File: src/rtl/control_unit_if.sv
// control_unit_if: bus between control_unit and its ALU, stack unit, data memory and PC register
interface control_unit_if;
  logic        fl_zero, fl_negative, fl_carry, fl_overflow;
  logic [15:0] instruction, imm, pop_out, alu_out;
  logic [9:0]  pc;
  logic        pop_done, push_done, alu_done;
  logic [5:0]  opcode;
  logic [9:0]  pc_out;
  logic        register_write_enable, alu_enable, branch;
  logic [15:0] address, push_data, write_enable, read_enable, term1, term2;
  modport master (
    input  fl_zero, fl_negative, fl_carry, fl_overflow, instruction, imm, pc,
           pop_out, pop_done, push_done, alu_out, alu_done,
    output opcode, pc_out, register_write_enable, address, push_data,
           write_enable, read_enable, term1, term2, alu_enable, branch
  );
  modport slave (
    output fl_zero, fl_negative, fl_carry, fl_overflow, instruction, imm, pc,
           pop_out, pop_done, push_done, alu_out, alu_done,
    input  opcode, pc_out, register_write_enable, address, push_data,
           write_enable, read_enable, term1, term2, alu_enable, branch
  );
endinterface

File: src/rtl/control_unit.sv
// control_unit: DECODE/EXEC/WAIT/WB sequencer of the 16-bit accumulator CPU.
// PUSH/POP exist only when CONTROL_UNIT_STACK_EN is defined; otherwise they run as NOP.
module control_unit (
  input logic clk,
  input logic rst_b,
  control_unit_if.master bus
);
  localparam logic [1:0] DECODE = 2'd0, EXEC = 2'd1, WAIT = 2'd2, WB = 2'd3;
`ifdef CONTROL_UNIT_STACK_EN
  localparam logic STACK = 1'b1;
`else
  localparam logic STACK = 1'b0;
`endif
  logic [1:0] state;
  logic [5:0] op, in_op;
  logic [9:0] ir, npc;
  logic [15:0] x, y, acc, res, t1, t2, pd, r_a, r_b;
  logic [1:0] we, re, dsel;
  logic alu_en, rwe, br;
  logic is_load, is_alu, is_push, is_pop, wr_reg, taken, needs_wait, done;
  always_comb begin
    in_op = bus.instruction[15:10];
    r_a = bus.instruction[9] ? acc : bus.instruction[8] ? y : x;
    r_b = bus.instruction[6] ? acc : bus.instruction[5] ? y : x;
    is_load = op == 6'h01;
    is_alu = op[5:4] == 2'b01;
    is_push = STACK && op == 6'h04;
    is_pop = STACK && op == 6'h05;
    taken = (op == 6'h08) || (op == 6'h09 && bus.fl_zero) || (op == 6'h0A && bus.fl_negative)
         || (op == 6'h0B && bus.fl_carry) || (op == 6'h0C && bus.fl_overflow);
    needs_wait = is_load || is_alu || is_push || is_pop;
    done = is_load || (is_alu && bus.alu_done) || (is_push && bus.push_done) || (is_pop && bus.pop_done);
    wr_reg = is_load || op == 6'h03 || is_pop || (is_alu && op != 6'h1B && op != 6'h1C);
    dsel = is_alu ? 2'b10 : ir[9:8];
  end
  always_ff @(posedge clk or negedge rst_b)
    if (!rst_b) begin
      state <= DECODE;
      op <= '0;
      ir <= '0;
      npc <= '0;
      x <= '0;
      y <= '0;
      acc <= '0;
      res <= '0;
      t1 <= '0;
      t2 <= '0;
      pd <= '0;
      we <= '0;
      re <= '0;
      alu_en <= 1'b0;
      rwe <= 1'b0;
      br <= 1'b0;
    end else begin
      case (state)
        DECODE: begin
          op <= in_op;
          ir <= bus.instruction[9:0];
          alu_en <= in_op[5:4] == 2'b01;
          we <= {STACK && in_op == 6'h04, in_op == 6'h02};
          re <= {STACK && in_op == 6'h05, in_op == 6'h01};
          t1 <= r_a;
          t2 <= bus.instruction[7] ? bus.imm : r_b;
          pd <= r_a;
          res <= bus.imm;
          state <= EXEC;
        end
        EXEC: begin
          alu_en <= 1'b0;
          we <= '0;
          re <= '0;
          br <= taken;
          rwe <= wr_reg && !needs_wait;
          npc <= taken ? ir : bus.pc + 10'd1;
          state <= needs_wait ? WAIT : WB;
        end
        WAIT: if (done) begin
          res <= is_alu ? bus.alu_out : is_pop ? bus.pop_out : bus.imm;
          rwe <= wr_reg;
          state <= WB;
        end
        WB: begin
          if (rwe) begin
            if (dsel[1]) acc <= res;
            else if (dsel[0]) y <= res;
            else x <= res;
          end
          rwe <= 1'b0;
          br <= 1'b0;
          state <= DECODE;
        end
      endcase
    end
  // the external PC register reloads pc_out every cycle, so outside WB it must echo pc
  assign bus.pc_out = !rst_b ? '0 : state == WB ? npc : bus.pc;
  assign bus.opcode = op;
  assign bus.register_write_enable = rwe;
  assign bus.address = {8'h00, ir[7:0]};
  assign bus.push_data = pd;
  assign bus.write_enable = {14'h0000, we};
  assign bus.read_enable = {14'h0000, re};
  assign bus.term1 = t1;
  assign bus.term2 = t2;
  assign bus.alu_enable = alu_en;
  assign bus.branch = br;
endmodule

File: src/flat_wrapper.sv
// flat-port wrapper written by rule: the top's interface ports become plain ports
module control_unit_flat 
  (clk, rst_b, bus_fl_zero, bus_fl_negative, bus_fl_carry, bus_fl_overflow, bus_instruction, bus_imm, bus_pc, bus_pop_out, bus_pop_done, bus_push_done, bus_alu_out, bus_alu_done, bus_opcode, bus_pc_out, bus_register_write_enable, bus_address, bus_push_data, bus_write_enable, bus_read_enable, bus_term1, bus_term2, bus_alu_enable, bus_branch);
  control_unit_if bus_i ();
  input logic clk;
  input logic rst_b;
  input wire logic [$bits(bus_i.fl_zero)-1:0] bus_fl_zero;
  input wire logic [$bits(bus_i.fl_negative)-1:0] bus_fl_negative;
  input wire logic [$bits(bus_i.fl_carry)-1:0] bus_fl_carry;
  input wire logic [$bits(bus_i.fl_overflow)-1:0] bus_fl_overflow;
  input wire logic [$bits(bus_i.instruction)-1:0] bus_instruction;
  input wire logic [$bits(bus_i.imm)-1:0] bus_imm;
  input wire logic [$bits(bus_i.pc)-1:0] bus_pc;
  input wire logic [$bits(bus_i.pop_out)-1:0] bus_pop_out;
  input wire logic [$bits(bus_i.pop_done)-1:0] bus_pop_done;
  input wire logic [$bits(bus_i.push_done)-1:0] bus_push_done;
  input wire logic [$bits(bus_i.alu_out)-1:0] bus_alu_out;
  input wire logic [$bits(bus_i.alu_done)-1:0] bus_alu_done;
  output wire logic [$bits(bus_i.opcode)-1:0] bus_opcode;
  output wire logic [$bits(bus_i.pc_out)-1:0] bus_pc_out;
  output wire logic [$bits(bus_i.register_write_enable)-1:0] bus_register_write_enable;
  output wire logic [$bits(bus_i.address)-1:0] bus_address;
  output wire logic [$bits(bus_i.push_data)-1:0] bus_push_data;
  output wire logic [$bits(bus_i.write_enable)-1:0] bus_write_enable;
  output wire logic [$bits(bus_i.read_enable)-1:0] bus_read_enable;
  output wire logic [$bits(bus_i.term1)-1:0] bus_term1;
  output wire logic [$bits(bus_i.term2)-1:0] bus_term2;
  output wire logic [$bits(bus_i.alu_enable)-1:0] bus_alu_enable;
  output wire logic [$bits(bus_i.branch)-1:0] bus_branch;
  assign bus_i.fl_zero = bus_fl_zero;
  assign bus_i.fl_negative = bus_fl_negative;
  assign bus_i.fl_carry = bus_fl_carry;
  assign bus_i.fl_overflow = bus_fl_overflow;
  assign bus_i.instruction = bus_instruction;
  assign bus_i.imm = bus_imm;
  assign bus_i.pc = bus_pc;
  assign bus_i.pop_out = bus_pop_out;
  assign bus_i.pop_done = bus_pop_done;
  assign bus_i.push_done = bus_push_done;
  assign bus_i.alu_out = bus_alu_out;
  assign bus_i.alu_done = bus_alu_done;
  assign bus_opcode = bus_i.opcode;
  assign bus_pc_out = bus_i.pc_out;
  assign bus_register_write_enable = bus_i.register_write_enable;
  assign bus_address = bus_i.address;
  assign bus_push_data = bus_i.push_data;
  assign bus_write_enable = bus_i.write_enable;
  assign bus_read_enable = bus_i.read_enable;
  assign bus_term1 = bus_i.term1;
  assign bus_term2 = bus_i.term2;
  assign bus_alu_enable = bus_i.alu_enable;
  assign bus_branch = bus_i.branch;
  control_unit u_core (.clk(clk), .rst_b(rst_b), .bus(bus_i));
endmodule
File: config.mk
export PLATFORM = sky130hd
export DESIGN_NAME = control_unit_flat
export DESIGN_NICKNAME = d
export VERILOG_FILES = /design/src/rtl/control_unit_if.sv /design/src/rtl/control_unit.sv /design/src/flat_wrapper.sv
export SDC_FILE = /design/constraint.sdc
export NUM_CORES = 1
export LEC_CHECK = 0
export CORE_MARGIN = 2
export CORE_UTILIZATION = 32
export DETAILED_ROUTE_END_ITERATION = 10
export SETUP_SLACK_MARGIN = 0.4
export SYNTH_ARGS = -nofsm -noshare
export SYNTH_HDL_FRONTEND = slang
export SYNTH_SLANG_ARGS = --single-unit
File: constraint.sdc
create_clock -name clk -period 2.1 [get_ports clk]
set_input_delay 0.42 -clock clk [delete_from_list [all_inputs] [get_ports clk]]
set_output_delay 0.42 -clock clk [all_outputs]
set_load 0.01 [all_outputs]
==> summary.txt, run 1 <==
Post-synthesis cell count = 629
Area growth, synth to finish = 44.7%
Total power draw = 14.2 mW
Die ar. = 22600 sq um
Final WL = 19900 um
TritonRoute pass-1 iters = 4
Total congestion overflow = 0
Clock latency on the worst-skew pair = 0.42 ns
I/O Pins = 198
Internal Pwr Total = 9.01 mW
# setup viols final = 0
PwrDens = 1430 nW/um^2
CTS buffer count = 17
Compound-Gate Fraction of Synth Area = 9.28%
Final-report hold violation count = 0
Final period utilization = 92.5%
Antenna diodes = 0
WP depth = 5
Crit path DAT = 1.52 ns
Starting Density = 32.6%
MaxCap Viol Count = 0
Wire length per cell = 18.2 um
Switching share of total power = 36.5%
EDFF count, synth = 0
Synthesized area = 6860 sq um
Finished Layout Cells = 1095
CP endpoint kind = output pin
Clock skew = 0.00976 ns
Setup_tns = 0 ns
Initial antenna violation count = 0
Dpl cells = 1015
Number of global-route vias before repair = 5133
HP Class = input port to async pin
Unique masters post-synth = 47
Minimum hold slack = 0.135 ns
Async SR Flop Fraction = 100%
Residual DRC = 0
Clock Sinks = 129
Layout cells sized above 1 = 30.4%
Remaining antenna violation count = 0
Die W = 150 um
Worst path bufs/invs = 2
Kind of critical path = flip-flop to output pin
CP delay by family, top = flip-flops
Switch Pwr = 5.17 mW
GRT Util Overall = 17.1%
Combinational share of power = 47.2%
Max Root-Sink Buffers = 2
Starting DRT DRC Count = 420
Port Buffer Count = 141
Fin nets = 895
Sequential fraction of the synthesis area = 47.0%
Worst Tran Pin Value = 0.708 ns
R2R depth = 8
Reg-to-Reg Start = u_core.state[0]
Root buffer cell = clkbuf_16
Post-Synth XOR/XNOR Area = 0.894%
Clk pwr share = 21.6%
Dpl cell area = 8530 sq um
Reg2Reg Setup Slack = 0.20 ns
Dpl ws = 0.0154 ns
Final GP Congestion = 0.738
Largest family of logic cells by synthesized area = multiplexers
Clock slew at the register clock pins of the worst setup and hold paths = 0.06 ns
Slew margin rel. = 52.8%
Max Clock Freq = 0.515 GHz
P_leak = 4.65 nW
Synth Area in Simple Gates = 8.35%
DR vias/cell = 4.78
H-tree Lvls = 4
Data required time of the worst path = 1.68 ns
Critical path startpoint category = flip-flop
Worst Path Max Fanout = 6
Sequential Power Share = 31.2%
CTS tree = built
Yosys warnings = 0
Outcome = complete, no violations
Multiplexer share of the synthesized area = 23.7%
Util after Layout = 47.2%
Setup WS post-layout = 0.158 ns
Slew Viols, Final = 0
Post-Synth Adder-Cell Area = 0.912%
Synth Flop Type = dfrtp_1
Post-DP HPWL = 11200 um
Mapped Avg Cell Area = 10.9 sq um
Final Cell Area = 9930 sq um
Worst VDD drop = 632 uV
Worst stage delay on the critical path = 0.42 ns
CP max stage cell = dfrtp_2
Core ar. = 21000 sq um
Crit-path cells = ha_4, buf_12, mux2i_1, nor2b_1, buf_2
Reg2reg end = u_core.y[13]
Unrepaired setup endpoints after global routing = true
Global-route wire length before repair = 29000 um
Row count = 53
Overall die height = 150 um
Final min period = 1.94 ns
Yosys reg bits = 129
DR vias = 5238
Largest net degree at the start of global routing = 124
## final cells by class
class	instances	area (sq um)
inverters	9	40.0
multi-input cells	434	3380
clock buffers	22	494
fillers	1912	11100
flip-flops and latches	129	3230
repair buffers	216	2320
clock inverters	10	123
well taps	275	344
## cells in the mapped netlist (all sizes together) (4+ instances only)
library cell | number | area share, %
xnor2 | 6 | 0.77
nand2 | 42 | 2.3
buf | 77 | 8.2
inv | 8 | 0.44
nor2b | 12 | 1.1
a211oi | 4 | 0.51
o21ai | 44 | 3.2
nand3 | 5 | 0.36
o2bb2ai | 7 | 0.89
nor2 | 47 | 2.6
dfrtp | 129 | 47
mux2i | 75 | 11
clkbuf | 18 | 0.98
mux2 | 78 | 13
ha | 5 | 0.91
a21oi | 39 | 2.9
## worst max-delay path by stage
stage,start,end
after global routing,u_core.state[1],bus_pc_out[1]
after CTS,u_core.state[1],bus_pc_out[6]
after floorplan,u_core.bus.opcode[4],u_core.y[0]
after detailed placement,bus_pc[9],bus_pc_out[9]
after global placement,bus_pc[4],bus_pc_out[4]
final,u_core.state[1],bus_pc_out[9]
## placed cells by master, fill, tap and decap left out, drive strengths merged, types with 2 or more instances in the layout
master         instances
nor3                   3
clkbuf                27
mux2                  78
nand2                 42
clkinvlp               4
clkinv                 3
ha                     5
inv                   10
o21ai                 44
and3                   3
mux2i                 75
o2bb2ai                7
buf                   80
clkdlybuf4s50         63
nand3                  5
nand2b                 2
xnor2                  6
dfrtp                129
a21oi                 40
nor2                  47
nand4                  2
conb                  38
nor2b                 12
a31oi                  3
a32o                   2
a211oi                 4
dlygate4sd2           66
bufinv                 2
## flip-flops by register name (all words and copies together), names as in the netlist, 2 cells and up
name,cells
u_core.res,16
u_core.y,16
u_core.bus.term2,16
u_core.state,2
u_core.x,16
u_core.ir,10
u_core.acc,16
u_core.bus.term1,16
u_core.bus.opcode,6
u_core.npc,10
## power by group through the flow
stage / clock, mW / combinational [mW] / sequential [mW]
after floorplan: 0 / 3.16 / 4.44
after global placement: 0 / 5.21 / 4.46
after detailed placement: 0 / 5.30 / 4.48
after CTS: 3.11 / 6.08 / 4.42
after global routing: 3.24 / 7.22 / 4.59
final: 3.06 / 6.69 / 4.43
## layer usage
metal  vias up  wire (um)  global-route usage, %
met1      2580       9070                   22.6
met5         -          0                      0
met2       164       9240                   27.2
met3        20       1280                   4.27
met4         0        316                   5.80
li1       2474          -                      -
## kinds of logic (layout without fill, tap and decap cells)
kind of cell | after synthesis | after routing
AND/OR/NAND/NOR | 122 | 122
XOR/XNOR | 7 | 7
AO/OA/AOI/OAI | 108 | 109
other | 1 | 38
flip-flops | 129 | 129
adder cells (fa/ha/maj) | 5 | 5
multiplexers | 153 | 153
buffers and inverters | 104 | 257
## what timing repair did
item | in CTS | in global routing
setup endpoints to repair | 148 | 110
pin swaps | 10 | 18
setup buffers | 27 | 8
endpoints found under the hold margin | 6 | 0
hold buffers | 1 | 0
gates resized for setup | 145 | 46
gates cloned | 6 | 6
No activity file was read; power rests on OpenSTA's default activity.
==> run 2, diff against run 1 <==
--- a/config.mk
+++ b/config.mk
@@ -5,9 +5,11 @@
 export SDC_FILE = /design/constraint.sdc
 export NUM_CORES = 1
 export LEC_CHECK = 0
-export CORE_MARGIN = 2
+export CORE_MARGIN = 5
 export CORE_UTILIZATION = 32
 export DETAILED_ROUTE_END_ITERATION = 10
+export GPL_ROUTABILITY_DRIVEN = 0
+export PLACE_DENSITY = 0.69
 export SETUP_SLACK_MARGIN = 0.4
 export SYNTH_ARGS = -nofsm -noshare
 export SYNTH_HDL_FRONTEND = slang
==> summary.txt, run 2 (synthesized netlist as in run 1, its figures left out) <==
Outcome = complete, no violations
Global route hottest layer = met2
CP startpoint = u_core.state[0]
Storage element area = 3230 sq um (about the same)
CP endpoint kind = flip-flop
Global Route met2 Usage = 25.1% (-2.1 points)
Unrepaired setup endpoints after global routing = true
Clock skew = 0.0105 ns (+0.000773 ns)
Residual DRC = 0 (unchanged)
Largest net degree at the start of global routing = 68 (-45%)
CP max stage cell = dfrtp_1
Port Buffer Count = 141 (unchanged)
H-tree Lvls = 4 (unchanged)
CTS tree = built
Final period utilization = 93.5% (+1.0 points)
P_leak = 4.85 nW (+4.3%)
Row count = 53 (unchanged)
Initial antenna violation count = 1 (+1)
Remaining antenna violation count = 0 (unchanged)
Crit-path most repeated cell = buf_6
Sequential Power Share = 31.1% (about the same)
TritonRoute pass-1 iters = 6 (+2)
Clock slew at the register clock pins of the worst setup and hold paths = 0.06 ns (about the same)
Data required time of the worst path = 2.40 ns (+0.72 ns)
Reg2Reg Setup Slack = 0.14 ns (-0.06 ns)
Antenna diodes = 0 (unchanged)
# fillers = 1920 (+0.42%)
Critical path startpoint category = flip-flop
Core ar. = 21100 sq um (+0.32%)
HP Class = input port to async pin
Starting DRT DRC Count = 251 (-40%)
Clock latency on the worst-skew pair = 0.42 ns (about the same)
Most common cell after layout, fill and taps aside = dfrtp_1
Internal Pwr Total = 9.18 mW (+1.9%)
Combinational share of power = 48.6% (+1.4 points)
Area growth, synth to finish = 49.0%
Die ar. = 24500 sq um (+8.1%)
Fin nets = 913 (+2.0%)
Number of global-route vias before repair = 5278 (+2.8%)
Worst VDD drop = 660 uV (+4.4%)
DR vias = 5397 (+3.0%)
Post-DP HPWL = 12000 um (+7.0%)
Most frequent cells in the layout = 124 x dfrtp_1, 72 x mux2i_1, 66 x dlygate4sd2_1
Overall die height = 156 um (+4.0%)
Root buffer cell = clkbuf_16
Layout cells sized above 1 = 29.5% (-0.89 points)
Wire length per cell = 18.8 um (+3.3%)
Switching share of total power = 36.2% (-0.29 points)
Worst stage delay on the critical path = 0.39 ns (-0.03 ns)
Die W = 156 um (+4.0%)
Final-report hold violation count = 0 (unchanged)
Slew Viols, Final = 0 (unchanged)
Met3 GRT Util = 4.73% (+0.46 points)
Max Clock Freq = 0.509 GHz (-1.1%)
MaxCap Viol Count = 0 (unchanged)
Multi-input gate area = 3510 sq um (+3.8%)
DR vias/cell = 4.85 (+1.4%)
Max Root-Sink Buffers = 2 (unchanged)
Final min period = 1.96 ns (+0.0220 ns)
Starting Density = 32.5% (-0.10 points)
Switch Pwr = 5.20 mW (+0.62%)
Reg-to-Reg Start = u_core.state[0]
Slew margin rel. = 43.0% (-9.8 points)
R2R depth = 9 (+1)
PwrDens = 1410 nW/um^2 (-1.5%)
GRT Util Overall = 15.4% (-1.7 points)
Clk pwr share = 20.4% (-1.2 points)
# setup viols final = 0 (unchanged)
Final WL = 20900 um (+5.0%)
Crit-path cells = ha_4, buf_6, buf_6, nand2_4, buf_6, nor4b_4, buf_6, buf_8, mux2_4
Worst Tran Pin Value = 0.855 ns (+0.147 ns)
Setup WS post-layout = 0.136 ns (-0.0220 ns)
Grt met1 use = 19.8% (-2.8 points)
Kind of critical path = flip-flop to flip-flop
Total congestion overflow = 0 (unchanged)
Setup_tns = 0 ns (unchanged)
Clock Sinks = 129 (unchanged)
Global-route wire length before repair = 29400 um (+1.4%)
I/O Pins = 198 (unchanged)
CTS buffer count = 17 (unchanged)
Worst Path Max Fanout = 5 (-1)
Dpl ws = 0.0140 ns (-0.00146 ns)
Reg2reg end = u_core.y[10]
Crit path DAT = 2.27 ns (+0.75 ns)
## run 2: changes by cell type in the layout (fill, tap and decap cells not counted), sizes merged
cell,previous run,this run
buf,80,96
clkinv,3,6
clkbuf,27,28
inv,10,8
## run 2: per-stage QoR
step	util (%)	instances	hold WS (ns)	total power [mW]	cell area [sq um]
2_1_floorplan	-	666	0.124	7.59	7030
3_3_place_gp	40.5	1018	0.262	9.65	8540
3_5_place_dp	40.5	1018	0.261	9.79	8540
4_1_cts	45.6	1079	0.0234	13.0	9610
5_1_grt	48.5	1113	0.0324	15.3	10200
6_report	48.5	1113	0.0339	14.4	10200
## run 2: final cells by class
cell class	count	area share, %
clock inverter	11	1.29
sequential	129	31.6
timing repair buffer	234	24.6
clock buffer	21	4.41
tap	275	3.37
inverter	9	0.379
multi-input combinational	434	34.3
## run 2: repair_timing
item	in CTS	in global routing
resized for setup	185	55
gates cloned	5	9
endpoints found under the setup margin	134	115
setup buffers	23	25
hold buffers	1	0
endpoints found under the hold margin	3	0
pin swaps	6	21
## run 2: how the worst max path moves through the flow
stage / to / slack, ns / depth (start not counted)
6_report: u_core.y[10] / 0.14 / 9
5_1_grt: bus_pc_out[1] / 0.06 / 5
4_1_cts: bus_pc_out[1] / 0.13 / 5
3_5_place_dp: bus_pc_out[1] / 0.01 / 4
3_3_place_gp: bus_pc_out[2] / 0.04 / 4
2_1_floorplan: u_core.y[0] / 0.35 / 5
## run 2: per-layer routing
layer  vias to the layer above  part of all wire [%]
met5                         -                     0
met1                      2674                    44
met4                         0                   1.7
met2                       182                    48
li1                       2515                     -
met3                        26                   5.7
## run 2: critical path: cells and delay by family (launching register included)
kind | cells | cell delay, ns
flip-flops | 1 | 0.39
AND/OR/NAND/NOR | 2 | 0.28
buffers and inverters | 5 | 0.69
multiplexers | 1 | 0.31
adder cells (fa/ha/maj) | 1 | 0.17
## run 2: power by group through the flow
stage	clock network [mW]	registers, mW	logic, mW
CTS	2.99	4.45	5.59
global placement	0	4.45	5.20
detailed placement	0	4.49	5.30
global route	3.10	4.63	7.54
finish	2.93	4.47	6.99
floorplan	0	4.44	3.16
